--- src/rtl/seg7_pkg.sv ---
// rtl/seg7_pkg.sv - shared 7-segment pattern constants and decode helper
package seg7_pkg;

    localparam logic [7:0] SEG7_D0  = 8'h3F;
    localparam logic [7:0] SEG7_D1  = 8'h06;
    localparam logic [7:0] SEG7_D2  = 8'h5B;
    localparam logic [7:0] SEG7_D3  = 8'h4F;
    localparam logic [7:0] SEG7_D4  = 8'h66;
    localparam logic [7:0] SEG7_D5  = 8'h6D;
    localparam logic [7:0] SEG7_D6  = 8'h7D;
    localparam logic [7:0] SEG7_D7  = 8'h07;
    localparam logic [7:0] SEG7_D8  = 8'h7F;
    localparam logic [7:0] SEG7_D9  = 8'h67;
    localparam logic [7:0] SEG7_OVF = 8'h80;

    localparam logic [3:0] DIGIT_OVF = 4'hF;
    localparam logic [3:0] DIGIT_INV = 4'hE;

    typedef struct packed {
        logic [3:0] digit;
        logic       ovf;
        logic       inv;
    } seg7_decode_t;

    // Only exact matches are legal; a decimal point on top of a digit is invalid.
    function automatic seg7_decode_t seg7_decode(input logic [7:0] pattern);
        seg7_decode_t r;
        r = '{DIGIT_INV, 1'b0, 1'b1};
        case (pattern)
            SEG7_D0:  r = '{4'd0, 1'b0, 1'b0};
            SEG7_D1:  r = '{4'd1, 1'b0, 1'b0};
            SEG7_D2:  r = '{4'd2, 1'b0, 1'b0};
            SEG7_D3:  r = '{4'd3, 1'b0, 1'b0};
            SEG7_D4:  r = '{4'd4, 1'b0, 1'b0};
            SEG7_D5:  r = '{4'd5, 1'b0, 1'b0};
            SEG7_D6:  r = '{4'd6, 1'b0, 1'b0};
            SEG7_D7:  r = '{4'd7, 1'b0, 1'b0};
            SEG7_D8:  r = '{4'd8, 1'b0, 1'b0};
            SEG7_D9:  r = '{4'd9, 1'b0, 1'b0};
            SEG7_OVF: r = '{DIGIT_OVF, 1'b1, 1'b0};
            default:  r = '{DIGIT_INV, 1'b0, 1'b1};
        endcase
        return r;
    endfunction

endpackage

--- src/rtl/seg7_pattern_decoder_if.sv ---
// rtl/seg7_pattern_decoder_if.sv - pattern input / decode result bundle (history under SEG7_DEC_HISTORY_EN)
interface seg7_pattern_decoder_if;
    logic [7:0] seg_in;
    logic       clr_count;
    logic [3:0] digit;
    logic       digit_valid;
    logic       overflow;
    logic       invalid;
    logic [7:0] accept_count;
`ifdef SEG7_DEC_HISTORY_EN
    logic [7:0] history;
`endif

    modport master (
        output seg_in, clr_count,
`ifdef SEG7_DEC_HISTORY_EN
        input  history,
`endif
        input  digit, digit_valid, overflow, invalid, accept_count
    );

    modport slave (
        input  seg_in, clr_count,
`ifdef SEG7_DEC_HISTORY_EN
        output history,
`endif
        output digit, digit_valid, overflow, invalid, accept_count
    );
endinterface

--- src/rtl/seg7_stability_filter.sv ---
// rtl/seg7_stability_filter.sv - run-length debounce; flags the edge a run reaches STABLE_CYCLES
module seg7_stability_filter #(
    parameter int STABLE_CYCLES = 4
) (
    input  logic       clk,
    input  logic       rst_n,
    input  logic [7:0] seg_in,
    output logic       accept,
    output logic [7:0] pattern
);
    localparam logic [3:0] RL_MAX = 4'(STABLE_CYCLES);

    logic [7:0] prev_seg;
    logic [3:0] rl;
    logic       same;

    // rl==0 only right after reset, so the first sample always opens a new run.
    assign same    = (rl != 4'd0) && (seg_in == prev_seg);
    assign accept  = same ? (rl == RL_MAX - 4'd1) : (RL_MAX == 4'd1);
    assign pattern = seg_in;

    always_ff @(posedge clk) begin
        if (!rst_n) begin
            prev_seg <= 8'h00;
            rl       <= 4'd0;
        end else if (same) begin
            if (rl < RL_MAX) rl <= rl + 4'd1;
        end else begin
            prev_seg <= seg_in;
            rl       <= 4'd1;
        end
    end
endmodule

--- src/rtl/seg7_pattern_decoder.sv ---
// rtl/seg7_pattern_decoder.sv - debounced 7-segment decoder with good-digit counter; SEG7_DEC_HISTORY_EN adds history
module seg7_pattern_decoder
    import seg7_pkg::*;
#(
    parameter int STABLE_CYCLES = 4
) (
    input  logic                  clk,
    input  logic                  rst_n,
    seg7_pattern_decoder_if.slave bus
);
    logic         accept;
    logic [7:0]   pattern;
    seg7_decode_t dec;
    logic         legal;

    seg7_stability_filter #(.STABLE_CYCLES(STABLE_CYCLES)) u_filter (
        .clk     (clk),
        .rst_n   (rst_n),
        .seg_in  (bus.seg_in),
        .accept  (accept),
        .pattern (pattern)
    );

    assign dec   = seg7_decode(pattern);
    assign legal = !dec.ovf && !dec.inv;

    always_ff @(posedge clk) begin
        if (!rst_n) begin
            bus.digit        <= 4'd0;
            bus.digit_valid  <= 1'b0;
            bus.overflow     <= 1'b0;
            bus.invalid      <= 1'b0;
            bus.accept_count <= 8'd0;
        end else begin
            bus.digit_valid <= accept;
            if (accept) begin
                bus.digit    <= dec.digit;
                bus.overflow <= dec.ovf;
                bus.invalid  <= dec.inv;
            end
            // Clear wins over a coincident increment.
            if (bus.clr_count)
                bus.accept_count <= 8'd0;
            else if (accept && legal && bus.accept_count != 8'hFF)
                bus.accept_count <= bus.accept_count + 8'd1;
        end
    end

`ifdef SEG7_DEC_HISTORY_EN
    always_ff @(posedge clk) begin
        if (!rst_n)
            bus.history <= 8'h00;
        else if (bus.clr_count)
            bus.history <= 8'h00;
        else if (accept && legal)
            bus.history <= {bus.history[3:0], dec.digit};
    end
`endif
endmodule

--- src/flat_wrapper.sv ---
// flat-port wrapper written by rule: the top's interface ports become plain ports
module seg7_pattern_decoder_flat import seg7_pkg::*;
#(
    parameter int STABLE_CYCLES = 4
)
  (clk, rst_n, bus_seg_in, bus_clr_count, bus_digit, bus_digit_valid, bus_overflow, bus_invalid, bus_accept_count);
  seg7_pattern_decoder_if bus_i ();
  input  logic clk;
  input  logic rst_n;
  input wire logic [$bits(bus_i.seg_in)-1:0] bus_seg_in;
  input wire logic [$bits(bus_i.clr_count)-1:0] bus_clr_count;
  output wire logic [$bits(bus_i.digit)-1:0] bus_digit;
  output wire logic [$bits(bus_i.digit_valid)-1:0] bus_digit_valid;
  output wire logic [$bits(bus_i.overflow)-1:0] bus_overflow;
  output wire logic [$bits(bus_i.invalid)-1:0] bus_invalid;
  output wire logic [$bits(bus_i.accept_count)-1:0] bus_accept_count;
  assign bus_i.seg_in = bus_seg_in;
  assign bus_i.clr_count = bus_clr_count;
  assign bus_digit = bus_i.digit;
  assign bus_digit_valid = bus_i.digit_valid;
  assign bus_overflow = bus_i.overflow;
  assign bus_invalid = bus_i.invalid;
  assign bus_accept_count = bus_i.accept_count;
  seg7_pattern_decoder #(.STABLE_CYCLES(STABLE_CYCLES)) u_core (.clk(clk), .rst_n(rst_n), .bus(bus_i));
endmodule
--- config.mk ---
export PLATFORM = sky130hd
export DESIGN_NAME = seg7_pattern_decoder_flat
export DESIGN_NICKNAME = d
export VERILOG_FILES = /design/src/rtl/seg7_pkg.sv /design/src/rtl/seg7_pattern_decoder_if.sv /design/src/rtl/seg7_stability_filter.sv /design/src/rtl/seg7_pattern_decoder.sv /design/src/flat_wrapper.sv
export SDC_FILE = /design/constraint.sdc
export NUM_CORES = 1
export LEC_CHECK = 0
export CAP_MARGIN = 20
export CORE_AREA = 8 8 61 63
export CTS_CLUSTER_DIAMETER = 200
export DETAILED_ROUTE_END_ITERATION = 8
export DIE_AREA = 0 0 69 71
export MAX_ROUTING_LAYER = met4
export PLACE_DENSITY = 0.82
export SLEW_MARGIN = 20
export SYNTH_ARGS = -nofsm -noshare
export SYNTH_HDL_FRONTEND = slang
export SYNTH_SLANG_ARGS = --single-unit
export TNS_END_PERCENT = 50
--- constraint.sdc ---
create_clock -name clk -period 5.6 [get_ports clk]
set_input_delay 1.4 -clock clk [delete_from_list [all_inputs] [get_ports clk]]
set_output_delay 1.4 -clock clk [all_outputs]
set_load 0.02 [all_outputs]
==> results.md, run 1 <==
- Share of power burned in the clock network: between 20 and 30%
- RSZ-0062 raised after global routing: false
- Area grow syn2layout: 17.06%
- Antenna Cells: 0
- # port buffers: 25
- Antenna-violating nets left: 0
- Post-synthesis register bit count: 27
- Largest net degree at the start of global routing: 20
- First-pass GRT wire length: between 5 and 6 mm
- P_sw: 0.08530 mW
- Post-cts gate resize count: 0
- Sequential fraction of the synthesis area: 35.94%
- Share of cells above drive strength 1: a little over an eighth
- Std-Cell Rows: 20
- CP startpoint kind: primary input
- Die X-Extent: ~69 um
- CP required: between 5 and 6 ns
- Max Root-Sink Buffers: 2
- Syn Inst Count: 160
- Post-DP HPWL: between 2 and 3 mm
- Post-synth cell types: 50
- Final slew viol count: 0
- Mean Syn Cell Area: about 9.4 um2
- GRT overflow: 0
- Detailed-router iteration count before antenna repair: 4
- Top Ports: 26
- Post-CTS Setup Inserts: 0
- DRT iter0 DRCs: 75
- GPL Wtd Cong: 0.9360
- Root Buffer: clkbuf_4
- Num CTS Buffers: 3
- H-tree levels: 1
- Clk_lat worst skew: 0.34 ns
- Hold Crit Class: reg -> reg
- Switching share of total power: between 20% and 30%
- FMAX: roughly 290 MHz
- Gate power share: a little under an eighth
- Overall Global Routing Usage: 13.99%
- Initial core utilization: 52.72%
- Worst endpoint data arrival time: 3.79 ns
- Rel. slew slack: 58.23%
- Vias in the first global route: 1193
- Core ar.: around 2900 um2
- Final Net Count: roughly 200
- Power density over the cells: roughly 180 nW/um2
- Setup violators final: 0
- Warnings from Yosys: 0
- CTS tree: done
- Placed Instance Area: ~1700 um2
- Place WS: roughly 1.8 ns
- Clock sink count: 27
- Min Hold Slack: about 0.50 ns
- Synth top area share: a little over a third
- Hold-fix buffers, CTS: 0
- Filler instances: between 200 and 300
- Final period util: about 63%
- Post-route design area: 1760 um2
- Netlist area before placement: approximately 1500 um2
- Detailed Route WL: between 3 and 4 mm
- Vias per inst: 5.893
- WL/cell: between 15 and 20 um
- Overall power: 0.3247 mW
- Area contributors post-synth: dfxtp_1 36%, xor2_1 5.2%, nand3_1 3.7%
- Fin Setup TNS: 0 ns
- Max Cap Viol: 0
- Seq pwr share: 60.8%
- Yosys top cell by area: dfxtp_1
- Final count of hold timing violations: 0
- Status: complete, no violations
- Initial antenna violation count: 0
- Internal power: about 0.24 mW
- Pleak: between 0.6 and 0.7 nW
- Total number of vias: roughly 1300
- Worst Path Max Fanout: 9
- Worst Tran Pin Value: 0.6255 ns
- Clock Skew: around 0.015 ns
- Clock-pin slew on the worst setup and hold paths: around 0.16 ns
- Maximum VDD drop: about 0.14 mV
- Die Y-Extent: a little over 70 um
- Worst setup margin: 2.099 ns
- Worst setup path category: in -> reg
- Syn nets: between 150 and 200
- Crit path time final: 3.501 ns
- Post-route DRC: 0
- Die Footprint: roughly 4900 um2
- Setup crit end kind: flop
## layout by cell type, fill, tap and decap left out, types with 4 or more instances in the layout
cell type,instances
clkdlybuf4s50_1,25
nor2_1,14
o21ai_0,6
nand3_1,11
nand2_1,9
a21oi_1,7
xor2_1,9
dfxtp_1,27
inv_1,6
xnor2_1,4
and2_1,7
## final cells by class
type	instances	area, um2	area share (%)
Clock buffer	3	22.52	1.279
Sequential cell	27	540.5	30.70
Clock inverter	1	7.507	0.4264
Tap cell	33	41.29	2.345
Timing Repair Buffer	25	250.2	14.21
Multi-Input combinational cell	120	875.8	49.75
Inverter	6	22.52	1.279
## through the flow
step	std cells	util (%)
6_report	215	61.71
2_1_floorplan	160	-
5_1_grt	215	61.71
3_5_place_dp	211	60.66
3_3_place_gp	211	60.66
4_1_cts	215	61.71
## state kept, by name (all words and copies together), names as in the netlist
| register | cells |
|---|---|
| u_core.bus.accept_count | 8 |
| u_core.bus.digit_valid | 1 |
| u_core.bus.digit | 4 |
| u_core.bus.overflow | 1 |
| u_core.u_filter.prev_seg | 8 |
| u_core.u_filter.rl | 4 |
| u_core.bus.invalid | 1 |
## cells in the mapped netlist, drive strengths merged
cell	count
dfxtp	27
nor2	14
nand3	11
nand2	9
xor2	9
a21oi	8
and2	8
o21ai	8
inv	6
buf	4
xnor2	4
a31oi	3
and3	3
ha	3
nand3b	3
nor2b	3
nor3	3
o221a	3
or2	3
a2111o	2
a2111oi	2
a211oi	2
clkbuf	2
nand2b	2
nand4b	2
nor4	2
or2b	2
a21bo	1
a21boi	1
a311oi	1
clkdlybuf4s25	1
mux2i	1
nand4	1
nand4bb	1
o22ai	1
o32ai	1
or3b	1
or4	1
or4b	1
## logic make-up (layout without fill, tap and decap cells)
kind of cell | Yosys count | count (layout) | share of synthesized area [%]
and+or+nand+nor | 70 | 70 | 28.79
AOI/OAI and AO/OA | 33 | 33 | 18.72
DFF | 27 | 27 | 35.94
xor gates and xnor gates | 13 | 13 | 7.571
buffers and inverters | 13 | 35 | 5.823
adders and majority gates | 3 | 3 | 2.496
muxes | 1 | 1 | 0.6656
## critical path: stages
cell,delay [ns]
clkdlybuf4s50_1,0.58
or4b_4,0.65
nor4_4,0.26
a31oi_4,0.12
a2111o_1,0.43
or2_1,0.22
a21oi_1,0.13
## routing by layer
| layer | up-vias | global-route usage (%) | part of all wire, % |
|---|---|---|---|
| li1 | 620 | - | - |
| met1 | 601 | 16.71 | 45 |
| met2 | 41 | 23.05 | 49 |
| met3 | 5 | 2.238 | 4.4 |
| met4 | 0 | 5.239 | 1.1 |
| met5 | - | - | 0 |
## path summary, 6_finish.rpt
kind / slack [ns] / endpoint / start / cells past startpoint
worst min register to register: 0.50 / u_core.bus.accept_count[5]$_SDFFE_PP0P_ / u_core.bus.accept_count[5]$_SDFFE_PP0P_ / 2
worst min-delay path: 0.50 / u_core.bus.accept_count[5]$_SDFFE_PP0P_ / u_core.bus.accept_count[5]$_SDFFE_PP0P_ / 2
worst max register to register: 3.34 / u_core.bus.digit[1]$_SDFFE_PN0P_ / u_core.u_filter.rl[1]$_SDFFE_PN0P_ / 7
worst max-delay path: 2.10 / u_core.bus.accept_count[5]$_SDFFE_PP0P_ / bus_seg_in[1] / 7
## power groups by stage
stage / clock, mW / sequential [mW] / combinational (mW)
floorplan: 0 / 0.201 / 0.0272
global placement: 0 / 0.201 / 0.0355
detailed placement: 0 / 0.202 / 0.0365
CTS: 0.0897 / 0.198 / 0.0369
global route: 0.0979 / 0.198 / 0.0404
finish: 0.0899 / 0.197 / 0.0373
Note: power is estimated with default switching activity, not from simulation.
==> run 2, diff against run 1 <==
--- a/config.mk
+++ b/config.mk
@@ -6,12 +6,12 @@
 export NUM_CORES = 1
 export LEC_CHECK = 0
 export CAP_MARGIN = 20
-export CORE_AREA = 8 8 61 63
+export CORE_AREA = 8 8 66 68
 export CTS_CLUSTER_DIAMETER = 200
 export DETAILED_ROUTE_END_ITERATION = 8
-export DIE_AREA = 0 0 69 71
+export DIE_AREA = 0 0 74 76
 export MAX_ROUTING_LAYER = met4
-export PLACE_DENSITY = 0.82
+export PLACE_DENSITY = 0.73
 export SLEW_MARGIN = 20
 export SYNTH_ARGS = -nofsm -noshare
 export SYNTH_HDL_FRONTEND = slang
==> constraint.sdc (replaced) <==
create_clock -name clk -period 3.11 [get_ports clk]
set_input_delay 0.7775 -clock clk [delete_from_list [all_inputs] [get_ports clk]]
set_output_delay 0.7775 -clock clk [all_outputs]
set_load 0.02 [all_outputs]
==> run 2 against run 1 <==
- sequential share of layout area fell by 1.4 points
- die area increased by 15%
- register-to-register slack worse by 2.4 ns
- via count down 2.3%
- final area grew 4.7%
- utilization fell by 8.1 points
- sequential power is 80% higher
- clock skew fell by 0.0090 ns
- flip-flop and latch count unchanged
- setup slack worse by 1.7 ns
- non-clock buffer count increased by 9
- clock power rose by 71%
- critical endpoint unchanged
==> results.md, run 2 (synthesis results as in run 1) <==
- Status: complete, no violations
- First-pass GRT wire length: 5.906 mm
- Critical path origin: bus_seg_in[3]
- CP required: 3.38 ns
- Final count of hold timing violations: 0
- Slowest stage delay, CP: 0.52 ns
- Post-route DRC: 0
- Post-CTS Setup Inserts: 0
- M2 GR Usage: 21.65%
- Detailed Route WL: approximately 3.3 mm
- Filler instances: 348
- Critical path buffer and inverter count: 1
- Top Ports: 26
- WL/cell: 13.68 um
- Worst Path Max Fanout: 7
- Share of cells above drive strength 1: between 10% and 20%
- Clock-pin slew on the worst setup and hold paths: 0.15 ns
- Area grow syn2layout: 22.55%
- Vias per inst: ~5.2
- Max Cap Viol: 0
- Die Y-Extent: 76 um
- GR met3 Demand/Resource: between 2 and 2.5%
- Hold Crit Class: reg -> reg
- Rel. slew slack: 58.62%
- Clk_lat worst skew: 0.32 ns
- Antenna Cells: 0
- RSZ-0062 raised after global routing: false
- Most frequent cells in the layout: 27 x dfxtp_1, 25 x clkdlybuf4s50_1, 14 x nor2_1, 11 x nand3_1
- Overall power: 0.5829 mW
- Detailed-router iteration count before antenna repair: 4
- FMAX: 365.8 MHz
- Crit path cell chain: clkdlybuf4s50_1, nand4bb_1, o32ai_1, a211oi_2, a2111o_1, or2_1, a21oi_1
- Crit path time final: between 2 and 3 ns
- Setup crit end kind: flop
- Largest delay contributor family on the critical path: compound AO/OA/AOI/OAI gates
- Max Root-Sink Buffers: 2
- Clock Skew: ~0.0064 ns
- Overall Global Routing Usage: a little over an eighth
- Antenna-violating nets left: 0
- Core ar.: about 3400 um2
- DRT iter0 DRCs: 78
- Num CTS Buffers: 3
- Biggest regs: u_core.bus.accept_count (8), u_core.u_filter.prev_seg (8)
- Hold-fix buffers, CTS: 0
- Die Footprint: around 5600 um2
- Met1 GRT Util: between 15 and 20%
- Hold wc startpoint: u_core.bus.digit[0]$_SDFFE_PN0P_
- Commonest non-fill, non-tap cell in the layout: dfxtp_1
- Worst endpoint data arrival time: 3.00 ns
- Final slew viol count: 0
- Power density over the cells: 316.3 nW/um2
- Maximum VDD drop: roughly 0.19 mV
- Clock sink count: 27
- # port buffers: 25
- Root Buffer: clkbuf_4
- Critical-path cell with the highest stage delay: clkdlybuf4s50_1
- Initial core utilization: between 40% and 50%
- Die X-Extent: around 74 um
- Total number of vias: 1238
- GRT overflow: 0
- CP startpoint kind: primary input
- Largest net degree at the start of global routing: 20
- Layer with the highest usage: met2
- Post-DP HPWL: between 2 and 3 mm
- Worst setup path category: in -> reg
- H-tree levels: 1
- Pleak: 0.6635 nW
- Std-Cell Rows: 22
- Final period util: 87.90%
- Fin Setup TNS: 0 ns
- Post-cts gate resize count: 0
- Initial antenna violation count: 0
- Worst Tran Pin Value: slightly above 0.6 ns
- CTS tree: done
- RR Startpoint: u_core.u_filter.rl[0]$_SDFFE_PN0P_
- Vias in the first global route: around 1300
- Final Net Count: just over 200
- GPL Wtd Cong: roughly 0.85
- Setup violators final: 0
## run 2: cell types whose count changed in the layout (fill, tap and decap cells not counted), sizes merged
| cell | previous run | this run |
|---|---|---|
| clkinvlp | 1 | 0 |
| clkbuf | 3 | 4 |
| buf | 0 | 9 |
## run 2: cell type report
cell class / count / area (um2) / area share (%)
multi-input combinational: 120 / 875.8 / 47.52
timing repair buffer: 34 / 317.8 / 17.24
inverter: 6 / 22.52 / 1.222
tap: 48 / 60.06 / 3.259
sequential: 27 / 540.5 / 29.33
clock buffer: 4 / 26.28 / 1.426
## run 2: worst paths after layout
path	to	slack, ns	depth (start not counted)
max	u_core.bus.accept_count[5]$_SDFFE_PP0P_	0.38	7
min	u_core.bus.digit[0]$_SDFFE_PN0P_	0.49	2
max reg2reg	u_core.bus.digit[1]$_SDFFE_PN0P_	0.89	7
min reg2reg	u_core.bus.digit[0]$_SDFFE_PN0P_	0.49	2
## run 2: routing by layer
layer | vias to the layer above | part of all wire (%)
met5 | - | 0
met4 | 0 | 1.1
met3 | 2 | 2.1
met2 | 12 | 49
met1 | 588 | 48
li1 | 636 | -
## run 2: through the flow
stage                     utilization (%)  instance area [um2]  std cells  worst slack [ns]  hold slack, ns
after detailed placement            52.80                 1817        235           0.05464          0.4618
final                               53.56                 1843        239            0.3763          0.4934
after floorplan                         -                 1504        160            0.5647          0.4688
after global routing                53.56                 1843        239            0.2476          0.5174
after CTS                           53.56                 1843        239            0.3949          0.4964
after global placement              52.80                 1817        235           0.07294          0.4602
## run 2: report_power, final
part           switching (mW)  total, mW  internal, mW
clock network           0.104      0.154        0.0502
logic                  0.0381     0.0732        0.0352
registers             0.00305      0.355         0.352
total                   0.145      0.583         0.438
## run 2: worst reg2reg max path: stages, from the launching register on
cell and delay, ns:
dfxtp_1 0.40, ha_1 0.18, or3b_2 0.49, nor2_1 0.20
nand4_4 0.20, a21oi_2 0.28, o21ai_1 0.15, o221a_2 0.26
==> run 3, diff against run 2 <==
--- a/config.mk
+++ b/config.mk
@@ -6,10 +6,11 @@
 export NUM_CORES = 1
 export LEC_CHECK = 0
 export CAP_MARGIN = 20
-export CORE_AREA = 8 8 66 68
+export CORE_AREA = 10 10 68 70
 export CTS_CLUSTER_DIAMETER = 200
 export DETAILED_ROUTE_END_ITERATION = 8
-export DIE_AREA = 0 0 74 76
+export DIE_AREA = 0 0 78 80
+export HOLD_SLACK_MARGIN = 0.08
 export MAX_ROUTING_LAYER = met4
 export PLACE_DENSITY = 0.73
 export SLEW_MARGIN = 20
==> run 3 against run 2 <==
- worst hold slack better by 0.0078 ns
- final cell count stayed put
- critical path type unchanged
- sequential share of layout area is 0.22 points lower
- critical endpoint is now u_core.bus.accept_count[7]$_SDFFE_PP0P_
- largest cell class unchanged
- count of clock-buffer cells in the layout is 1 lower
- sequential power hardly changed
- first-iteration DRC count is 14% lower
- via count is 3.4% higher
==> results.md, run 3 (synthesis results as in run 1) <==
- Commonest non-fill, non-tap cell in the layout: dfxtp_1
- Final Net Count: 208
- Power density over the cells: ~320 nW/um2
- Final count of hold timing violations: 0
- First-pass GRT wire length: 6.113 mm
- DRT iter0 DRCs: 67
- Share of power burned in the clock network: between 20% and 30%
- Critical path origin: bus_seg_in[1]
- Pleak: 0.6758 nW
- Flop2flop setup slack: ~0.88 ns
- Status: complete, no violations
- Rel. slew slack: between 60% and 70%
- Core ar.: about 3300 um2
- R2R Path End: u_core.bus.accept_count[7]$_SDFFE_PP0P_
- Final slew viol count: 0
- Total number of vias: around 1300
- M2 GR Usage: 19.57%
- Setup violators final: 0
- Worst Tran Pin Value: between 0.5 and 0.6 ns
- Area grow syn2layout: 23.46%
- Final period util: between 80 and 90%
- Min Hold Slack: 0.5012 ns
- Vias per inst: approximately 5.4
- Biggest regs: u_core.bus.accept_count (8), u_core.u_filter.prev_seg (8)
- Hold wc startpoint: u_core.bus.accept_count[5]$_SDFFE_PP0P_
- Clock sink count: 27
- RSZ-0062 raised after global routing: false
- Maximum VDD drop: 0.1911 mV
- Worst Hold Path Cells: 2
- Sequential cell area: between 500 and 600 um2
- Clock Skew: between 0.015 and 0.02 ns
- Post-cts gate resize count: 0
- GR met3 Demand/Resource: around 3%
- Max Cap Viol: 0
- Met1 GRT Util: roughly 14%
- Hold-fix buffers, CTS: 0
- Overall Global Routing Usage: 12.21%
- Die Y-Extent: 80 um
- Internal power: roughly 0.44 mW
- Switching share of total power: between 20% and 30%
- Detailed-router iteration count before antenna repair: 4
- # port buffers: 25
- Top Ports: 26
- Std-Cell Rows: 21
- Worst endpoint data arrival time: between 3 and 4 ns
- Layer with the highest usage: met2
- Setup crit end kind: flop
- Seq pwr share: about three fifths
- Hold Crit Class: reg -> reg
- GPL Wtd Cong: around 0.98
- Die X-Extent: approximately 80 um
- Vias in the first global route: between 1000 and 1500
- Num CTS Buffers: 3
- Filler instances: between 300 and 400
- Post-CTS Setup Inserts: 0
- Worst setup path category: in -> reg
- Post-route DRC: 0
- FF-to-FF path depth: 7
- Root Buffer: clkbuf_4
- Share of cells above drive strength 1: a little under a fifth
- Die Footprint: about 6200 um2
- Antenna Cells: 0
- Max Root-Sink Buffers: 2
- Largest net degree at the start of global routing: 20
- Clk_lat worst skew: 0.34 ns
- Initial antenna violation count: 0
- CP startpoint kind: primary input
- Crit path cell chain: clkdlybuf4s50_1, or4b_4, nor4_4, a31oi_4, a2111o_1, or2_1, a21oi_1
- FMAX: roughly 370 MHz
- Min-Delay Endpoint: u_core.bus.accept_count[5]$_SDFFE_PP0P_
- P_sw: approximately 0.15 mW
- Most frequent cells in the layout: 27 x dfxtp_1, 25 x clkdlybuf4s50_1, 14 x nor2_1, 11 x nand3_1, 11 x buf_4
- Clock-pin slew on the worst setup and hold paths: approximately 0.16 ns
- Crit path time final: 2.720 ns
- Post-DP HPWL: roughly 2.7 mm
- Critical-path cell with the highest stage delay: or4b_4
- Antenna-violating nets left: 0
- CP required: ~3.4 ns
- Initial core utilization: about 46%
- Multi-input gate area: a little under 900 um2
- Worst Path Max Fanout: 8
- H-tree levels: 1
- RR Startpoint: u_core.u_filter.rl[0]$_SDFFE_PN0P_
- Gate power share: about an eighth
- GRT overflow: 0
- CTS tree: done
- Slowest stage delay, CP: between 0.6 and 0.7 ns
- Detailed Route WL: 3.617 mm
- Fin Setup TNS: 0 ns
- WL/cell: approximately 15 um
## run 3: changes by cell type in the layout (fill, tap and decap cells not counted), sizes merged
cell and change:
clkbuf -1, clkinv +1, buf +2
## run 3: how the worst max path moves through the flow
stage / end / slack [ns]
floorplan: u_core.bus.accept_count[7]$_SDFFE_PP0P_ / 0.56
global placement: u_core.bus.accept_count[5]$_SDFFE_PP0P_ / 0.1
detailed placement: u_core.bus.accept_count[7]$_SDFFE_PP0P_ / 0.03
CTS: u_core.bus.accept_count[7]$_SDFFE_PP0P_ / 0.39
global route: u_core.bus.accept_count[7]$_SDFFE_PP0P_ / 0.30
finish: u_core.bus.accept_count[7]$_SDFFE_PP0P_ / 0.39
## run 3: stage by stage
step / power (mW) / setup WS (ns) / area, um2 / util [%] / instances
6_report: 0.5911 / 0.3902 / 1857 / 56.53 / 239
5_1_grt: 0.6135 / 0.2976 / 1857 / 56.53 / 239
4_1_cts: 0.5951 / 0.3887 / 1857 / 56.53 / 239
3_5_place_dp: 0.4387 / 0.02863 / 1829 / 55.70 / 235
3_3_place_gp: 0.4369 / 0.09833 / 1829 / 55.70 / 235
2_1_floorplan: 0.4112 / 0.5647 / 1504 / - / 160
## run 3: layout make-up
| class | count | area share (%) |
|---|---|---|
| repair buffers | 36 | 17.92 |
| flip-flops and latches | 27 | 29.11 |
| clock inverters | 1 | 0.2695 |
| multi-input cells | 120 | 47.17 |
| inverters | 6 | 1.213 |
| well taps | 46 | 3.100 |
| clock buffers | 3 | 1.213 |
## run 3: power groups by stage
| stage | Sequential, mW | Clock [mW] | Combinational [mW] |
|---|---|---|---|
| after floorplan | 0.362 | 0 | 0.0489 |
| after global placement | 0.363 | 0 | 0.0743 |
| after detailed placement | 0.363 | 0 | 0.0758 |
| after CTS | 0.355 | 0.163 | 0.0764 |
| after global routing | 0.356 | 0.173 | 0.0843 |
| final | 0.355 | 0.159 | 0.0768 |
## run 3: worst max-delay path: cells and delay by family
kind,cells,cell delay (ns)
AOI/OAI and AO/OA,3,0.67
and+or+nand+nor,3,1.06
buffers and inverters,1,0.50
## run 3: per-layer routing
layer,vias to the layer above,wire length [um],share of wire (%)
met5,-,0,0
met1,602,1682,47
met4,0,80,2.2
met3,8,208,5.8
met2,36,1645,45
li1,634,-,-
